--- config.mk ---
export PLATFORM = sky130hd
export DESIGN_NAME = prog_loader
export DESIGN_NICKNAME = d
export VERILOG_FILES = /design/src/rtl/prog_loader.sv
export SDC_FILE = /design/constraint.sdc
export NUM_CORES = 1
export LEC_CHECK = 0
export ABC_AREA = 1
export CORE_MARGIN = 4
export CORE_UTILIZATION = 50
export DETAILED_ROUTE_END_ITERATION = 10
export DONT_BUFFER_PORTS = 1
export GPL_TIMING_DRIVEN = 0
export PLACE_DENSITY = 0.66
export SYNTH_ARGS = -nofsm -noshare
export SYNTH_HDL_FRONTEND = slang
export SYNTH_SLANG_ARGS = --single-unit
--- constraint.sdc ---
create_clock -name clk -period 4.85 [get_ports clk]
set_input_delay 1.455 -clock clk [delete_from_list [all_inputs] [get_ports clk]]
set_output_delay 1.455 -clock clk [all_outputs]
set_load 0.05 [all_outputs]
--- src/rtl/prog_loader.sv ---
// Boot loader: assembles little-endian words from a byte stream and writes them
// sequentially into IMEM or DMEM through the CPU external ports, then gates CPU run.
module prog_loader #(
  parameter int IMEM_WORDS = 512,
  parameter int DMEM_WORDS = 1024
) (
  input  logic        clk,
  input  logic        arst_n,
  input  logic [7:0]  in_data,
  input  logic        in_valid,
  output logic        in_ready,
  output logic [31:0] imem_addr,
  output logic        imem_wen,
  output logic        imem_ren,
  output logic [31:0] imem_wdata,
  output logic [31:0] dmem_addr,
  output logic        dmem_wen,
  output logic        dmem_ren,
  output logic [31:0] dmem_wdata,
  output logic        cpu_enable,
  output logic        busy,
  output logic        load_done,
  output logic        err
);

  typedef enum logic [1:0] {IDLE, HDR, DATA, WRITE} state_e;

  state_e      state_q, state_d;
  logic        tgt_q, tgt_d;          // 1 selects DMEM
  logic [15:0] cnt_q, cnt_d;
  logic [15:0] idx_q, idx_d;
  logic [1:0]  bcnt_q, bcnt_d;
  logic [31:0] word_q, word_d;
  logic        cpu_en_q, cpu_en_d;
  logic        err_q, err_d;
  logic        done_q, done_d;

  logic        fire, in_range, last, wr;
  logic [31:0] depth;

  assign fire     = in_valid && in_ready;
  assign depth    = tgt_q ? 32'(DMEM_WORDS) : 32'(IMEM_WORDS);
  assign in_range = {16'd0, idx_q} < depth;
  assign last     = ({1'b0, idx_q} + 17'd1) == {1'b0, cnt_q};
  assign wr       = (state_q == WRITE);

  always_ff @(posedge clk or negedge arst_n) begin
    if (!arst_n) begin
      state_q  <= IDLE;
      tgt_q    <= 1'b0;
      cnt_q    <= 16'd0;
      idx_q    <= 16'd0;
      bcnt_q   <= 2'd0;
      cpu_en_q <= 1'b0;
      err_q    <= 1'b0;
      done_q   <= 1'b0;
    end else begin
      state_q  <= state_d;
      tgt_q    <= tgt_d;
      cnt_q    <= cnt_d;
      idx_q    <= idx_d;
      bcnt_q   <= bcnt_d;
      cpu_en_q <= cpu_en_d;
      err_q    <= err_d;
      done_q   <= done_d;
    end
  end

  // Word assembly register; its contents only reach the ports during WRITE.
  always_ff @(posedge clk) begin
    word_q <= word_d;
  end

  always_comb begin
    state_d  = state_q;
    tgt_d    = tgt_q;
    cnt_d    = cnt_q;
    idx_d    = idx_q;
    bcnt_d   = bcnt_q;
    word_d   = word_q;
    cpu_en_d = cpu_en_q;
    err_d    = err_q;
    done_d   = 1'b0;
    unique case (state_q)
      IDLE: begin
        if (fire) begin
          case (in_data)
            8'h49, 8'h44: begin
              tgt_d    = (in_data == 8'h44);
              state_d  = HDR;
              cpu_en_d = 1'b0;
              err_d    = 1'b0;
              idx_d    = 16'd0;
              bcnt_d   = 2'd0;
            end
            8'h47:   cpu_en_d = 1'b1;
            8'h48:   cpu_en_d = 1'b0;
            default: err_d    = 1'b1;
          endcase
        end
      end
      HDR: begin
        if (fire) begin
          bcnt_d = bcnt_q + 2'd1;
          case (bcnt_q)
            2'd0: cnt_d[7:0]  = in_data;
            2'd1: cnt_d[15:8] = in_data;
            default: begin
              bcnt_d = 2'd0;
              if (cnt_q == 16'd0) begin
                done_d  = 1'b1;
                state_d = IDLE;
              end else begin
                state_d = DATA;
              end
            end
          endcase
        end
      end
      DATA: begin
        if (fire) begin
          // Shift right so the first byte lands in [7:0] after four bytes.
          word_d = {in_data, word_q[31:8]};
          bcnt_d = bcnt_q + 2'd1;
          if (bcnt_q == 2'd3) state_d = WRITE;
        end
      end
      WRITE: begin
        idx_d = idx_q + 16'd1;
        if (!in_range) err_d = 1'b1;
        state_d = last ? IDLE : DATA;
      end
      default: state_d = IDLE;
    endcase
  end

  assign in_ready   = !wr;
  assign busy       = (state_q != IDLE);
  assign load_done  = done_q | (wr && last);
  assign cpu_enable = cpu_en_q;
  assign err        = err_q;

  assign imem_ren   = 1'b0;
  assign dmem_ren   = 1'b0;
  assign imem_wen   = wr && !tgt_q && in_range;
  assign dmem_wen   = wr &&  tgt_q && in_range;
  assign imem_addr  = (wr && !tgt_q) ? {14'd0, idx_q, 2'b00} : 32'd0;
  assign dmem_addr  = (wr &&  tgt_q) ? {14'd0, idx_q, 2'b00} : 32'd0;
  assign imem_wdata = (wr && !tgt_q) ? word_q : 32'd0;
  assign dmem_wdata = (wr &&  tgt_q) ? word_q : 32'd0;

endmodule

Yosys cells after proc, flatten, opt, wreduce, memory -nomap -nowiden
Index checks and enable logic that the tools add are counted.
Cells by class
  $lt $le $gt $ge: 1
  add/subtract/negate cells: 3
  reduce and logical (&&, ||, !) cells: 28
  bitwise logic cells: 1
  muxes and demuxes: 32
  equality and inequality tests: 18
Operator list (number)
  two-way mux 32 bit: 2
  two-way mux 18 bit: 2
  == test 8 x 7 -> 1 bit, second input constant: 4
  two-way mux 16 bit: 2
  case mux 16 bit (2 select lines): 1
  two-way mux 2 bit: 13
  adder 16 x 1 -> 17 bit, second input constant: 1
  == test 17 x 16 -> 1 bit: 1
  adder 16 x 1 -> 16 bit, second input constant: 1
  logical NOT 16 bit: 1
  < comparator 16 x 11 -> 1 bit: 1
  AND reduction 3 bit: 5
  inequality test 2 bit, second input constant: 7
  two-way mux 11 bit: 1
  case mux 2 bit (4 select lines): 1
  == test 2 bit, second input constant: 3
  logical AND 1 bit: 6
  two-way mux 1 bit: 6
  case mux 1 bit (2 select lines): 3
  case mux 2 bit (3 select lines): 1
  AND reduction 6 bit: 1
  nonzero test 2 bit: 3
  OR reduction 2 bit: 3
  AND reduction 5 bit: 1
  10 further kinds: 13
Word-level totals
  logic and storage cells: 93
  register bits after elaboration: 72

Longest topological paths before layout
  word-level depth: 5
  mapped depth: 16
  depth with buffers taken out: 16

Worst setup path after synthesis
No wires, ideal clock.
  kind: reg-to-output
  start: register idx_q[0]
  end: output load_done
  path buffers: 0
  stages on the path, launching flop included: 12
  arrival time: 2.277 ns
  slack: 1.118 ns
  cell sequence: dfrtp_1 > ha_1 > or2_2 > nand2_1 > nand2_1 > a21oi_1 > nand2_1 > nor2_1 > nand2_1 > nor2_1 > nand2_1 > o21bai_1
On the way
  word-level cells in the longest chain between the ends: 4
RTL lines
  start: declaration: RTL line 31  | logic [15:0] idx_q, idx_d;
  start signal: assignment: RTL line 61  | idx_q <= idx_d;
  adder 16 x 1 -> 17 bit: RTL line 44  | assign last = ({1'b0, idx_q} + 17'd1) == {1'b0, cnt_q};
  == test 17 x 16 -> 1 bit: RTL line 44
  logical AND 1 bit: RTL line 139  | assign load_done = done_q | (wr && last);
  OR 1 bit: RTL line 139
  end: declaration: RTL line 22  | output logic load_done,
No other way between the ends.

Worst setup path after layout
Same ends and word-level chain as after synthesis.

==> impl_metrics.toml <==
[status]
outcome = "completed"

[cts]
post_cts_buffers = 0
ctsResizeCount = 0
clock_path_buffers = 2
root_buffer = "clkbuf_8"
clk_latency_ps = 350
tritoncts = "done"
htreeDepth = 3
path_clk_slew_ps = 80
clock-sinks = 72
cts_inserted_buffers = 9
cts_hold_buf = 0

[timing]
setup_tns_ps = 0
worst_pin_slew_ps = 1030
finalCriticalPeriod_ps = 4480
min_period_over_period = 0.923
finClkSkew_ps = 13.2
slew_violations = 0
setup_viol = 0
finalHoldViolations = 0
relSlewSlack = 0.315
holdWs_ps = 451
rsz0062_at_grt = "false"
max_freq_ghz = 0.223

[logic_synthesis]
seq_area_frac_synth = 0.447
synth.avg_cell_area_um2 = 7.49
synth_top_area_share = 0.228
synth_seq_cells = 72
ys_top_cells_by_area = "dfrtp_1 23%, edfxtp_1 22%, nor2_1 11%, nand2_1 9.0%, inv_1 7.7%"
synth_area_mm2 = 0.00439
synthCells = 586
ys_warn_count = 0
yosysTopAreaCell = "dfrtp_1"
dominantRegCellSynth = "dfrtp_1"
synth-async-reset-ratio = 0.556
synth_cell_types = 33
synth-edff-count = 32

[drt]
num_vias = 3794
via_per_inst = 5.13
drc = 0
first_pass_iters = 6
antenna_left = 0
totalWireLength_um = 11400
drtIter0Drc = 282
wl_per_cell_um = 15.4

[setup_path]
cp.arrival_ps = 3020
path_cells = "ha_1 > nand3_1 > nor2_2 > nand3_1 > nand2_1 > nand3_1 > nand2_1 > nand3_1 > nor2_2 > nand2_1 > o21bai_1"
critical-path-slowest-cell = "o21bai_1"
cp-start-kind = "register"
cpMostUsedCell = "nand3_1"
worstSetupPathType = "reg2out"
max_stage_delay_ps = 820
worstSetupEndpointType = "output pin"
rrSetupSlack_ps = 2040
reg2regPathDepth = 9
critPathMaxFanout = 6
rr_startpoint = "state_q[1]"
cp.required_ps = 3390
reg2reg_to = "idx_q[7]"

[global_routing]
grt_max_degree = 41
grt-ovfl-total = 0
antenna_found_initial = 0
grt_pass1_wl_um = 18100
grt_pass1_vias = 3556
track_usage = 0.227

[power]
pwr-share-clk = 0.142
p_int_w = 0.00139
sequentialPowerShare = 0.352
combPwrFrac = 0.505
max-vdd-ir-drop_mv = 0.433
p_per_area_mw_per_mm2 = 617
p_leak_nw = 2.35
switching_power_w = 0.00159
power_w = 0.00297
sw_frac_of_total = 0.533

[min_path]
worst_hold_path.endpoint = "word_q[1]"
min_path_type = "reg2reg"
hold_depth = 0
hp-start = "word_q[9]"

[cells_and_area]
utilization = 0.575
final_layout_size_suffix_gt1_frac = 0.104
areaGrowthSynthToFinish_pct = 9.86
antenna-diode-count = 0
fin_nets = 652

[placed_design]
dp_hpwl_um = 8890
port-buffer-count = 0
routabilityCongestion = 0.886

[floorplan]
start_util = 0.524
rows = 33
die_y_um = 102
ios = 148
die_x_um = 102
coreArea_mm2 = 0.00838
die_area_mm2 = 0.0103

[run]
timing.max_cap.violations = 0
[kinds of logic (layout without fill, tap and decap cells)]
family	after synthesis	count (layout)	share of synthesized area
other	1	34	0.000854
AOI/OAI and AO/OA	49	49	0.0627
and+or+nand+nor	309	309	0.299
buffers and inverters	142	158	0.152
xor gates and xnor gates	2	2	0.00741
adders and majority gates	11	11	0.0314
DFF	72	72	0.447
[area by class of cell]
class	count	area [µm²]
well taps	105	131
fillers	797	3560
clock buffers	9	124
multi-input cells	405	1890
inverters	92	345
plain buffers	50	322
clock inverters	7	46.3
flip-flops and latches	72	1960
[cell usage after synthesis, drive strengths merged, types with 2 or more instances]
master and count:
clkbuf 12, nand3 42, o22ai 10, nor2 132
nor4 7, o21ai 31, edfxtp 32, dfrtp 40
inv 92, buf 38, a21oi 2, nor3 3
ha 11, nand4 13, nand2 110
[power groups by stage]
stage,clock network [W],registers [W],logic [W]
finish,0.000423,0.00105,0.00150
CTS,0.000427,0.00104,0.00150
detailed placement,0,0.00105,0.00150
floorplan,0,0.000993,0.00125
global placement,0,0.00105,0.00147
global route,0.000460,0.00107,0.00167
[registers in the layout, summed over array words and instances (netlist names)]
| signal | flops |
|---|---|
| state_q | 2 |
| cpu_enable | 1 |
| bcnt_q | 2 |
| tgt_q | 1 |
| err | 1 |
| cnt_q | 16 |
| done_q | 1 |
| idx_q | 16 |
| word_q | 32 |
[worst max-delay path: cells and delay by family (launching register included)]
kind	cells	cell delay [ps]
AOI/OAI and AO/OA	1	820
adders and majority gates	1	310
DFF	1	430
and+or+nand+nor	9	1120
[cells in the final DEF, fill, tap and decap left out, types with 11 or more instances in the layout]
cell / count
nor2_1: 126
nand2_1: 105
inv_1: 90
nand3_1: 42
dfrtp_1: 40
buf_4: 35
conb_1: 34
edfxtp_1: 32
o21ai_0: 31
nand4_1: 13
clkbuf_1: 12
ha_1: 11
[per-stage QoR]
step / instance area [µm²] / std cells / setup slack, ps
after CTS: 4820 / 740 / 384
after global routing: 4820 / 740 / 159
after floorplan: 4510 / 619 / 1120
final: 4820 / 740 / 373
after global placement: 4640 / 724 / 773
after detailed placement: 4650 / 724 / 775
[worst max-delay path by stage]
stage                 to     start  slack, ps  cells after the start
2_1_floorplan  load_done  idx_q[0]       1120                     11
3_3_place_gp   load_done  idx_q[0]        770                     11
3_5_place_dp   load_done  idx_q[0]        770                     11
4_1_cts        load_done  idx_q[0]        380                     11
5_1_grt        load_done  idx_q[0]        160                     11
6_report       load_done  idx_q[0]        370                     11
[routing by layer]
layer	global-route usage	vias to the layer above	wire, µm
li1	-	1876	-
met1	0.302	1730	4800
met2	0.368	173	5200
met3	0.0585	15	1190
met4	0.0675	0	169
met5	0	-	0
No activity file was read; power rests on OpenSTA's default activity.
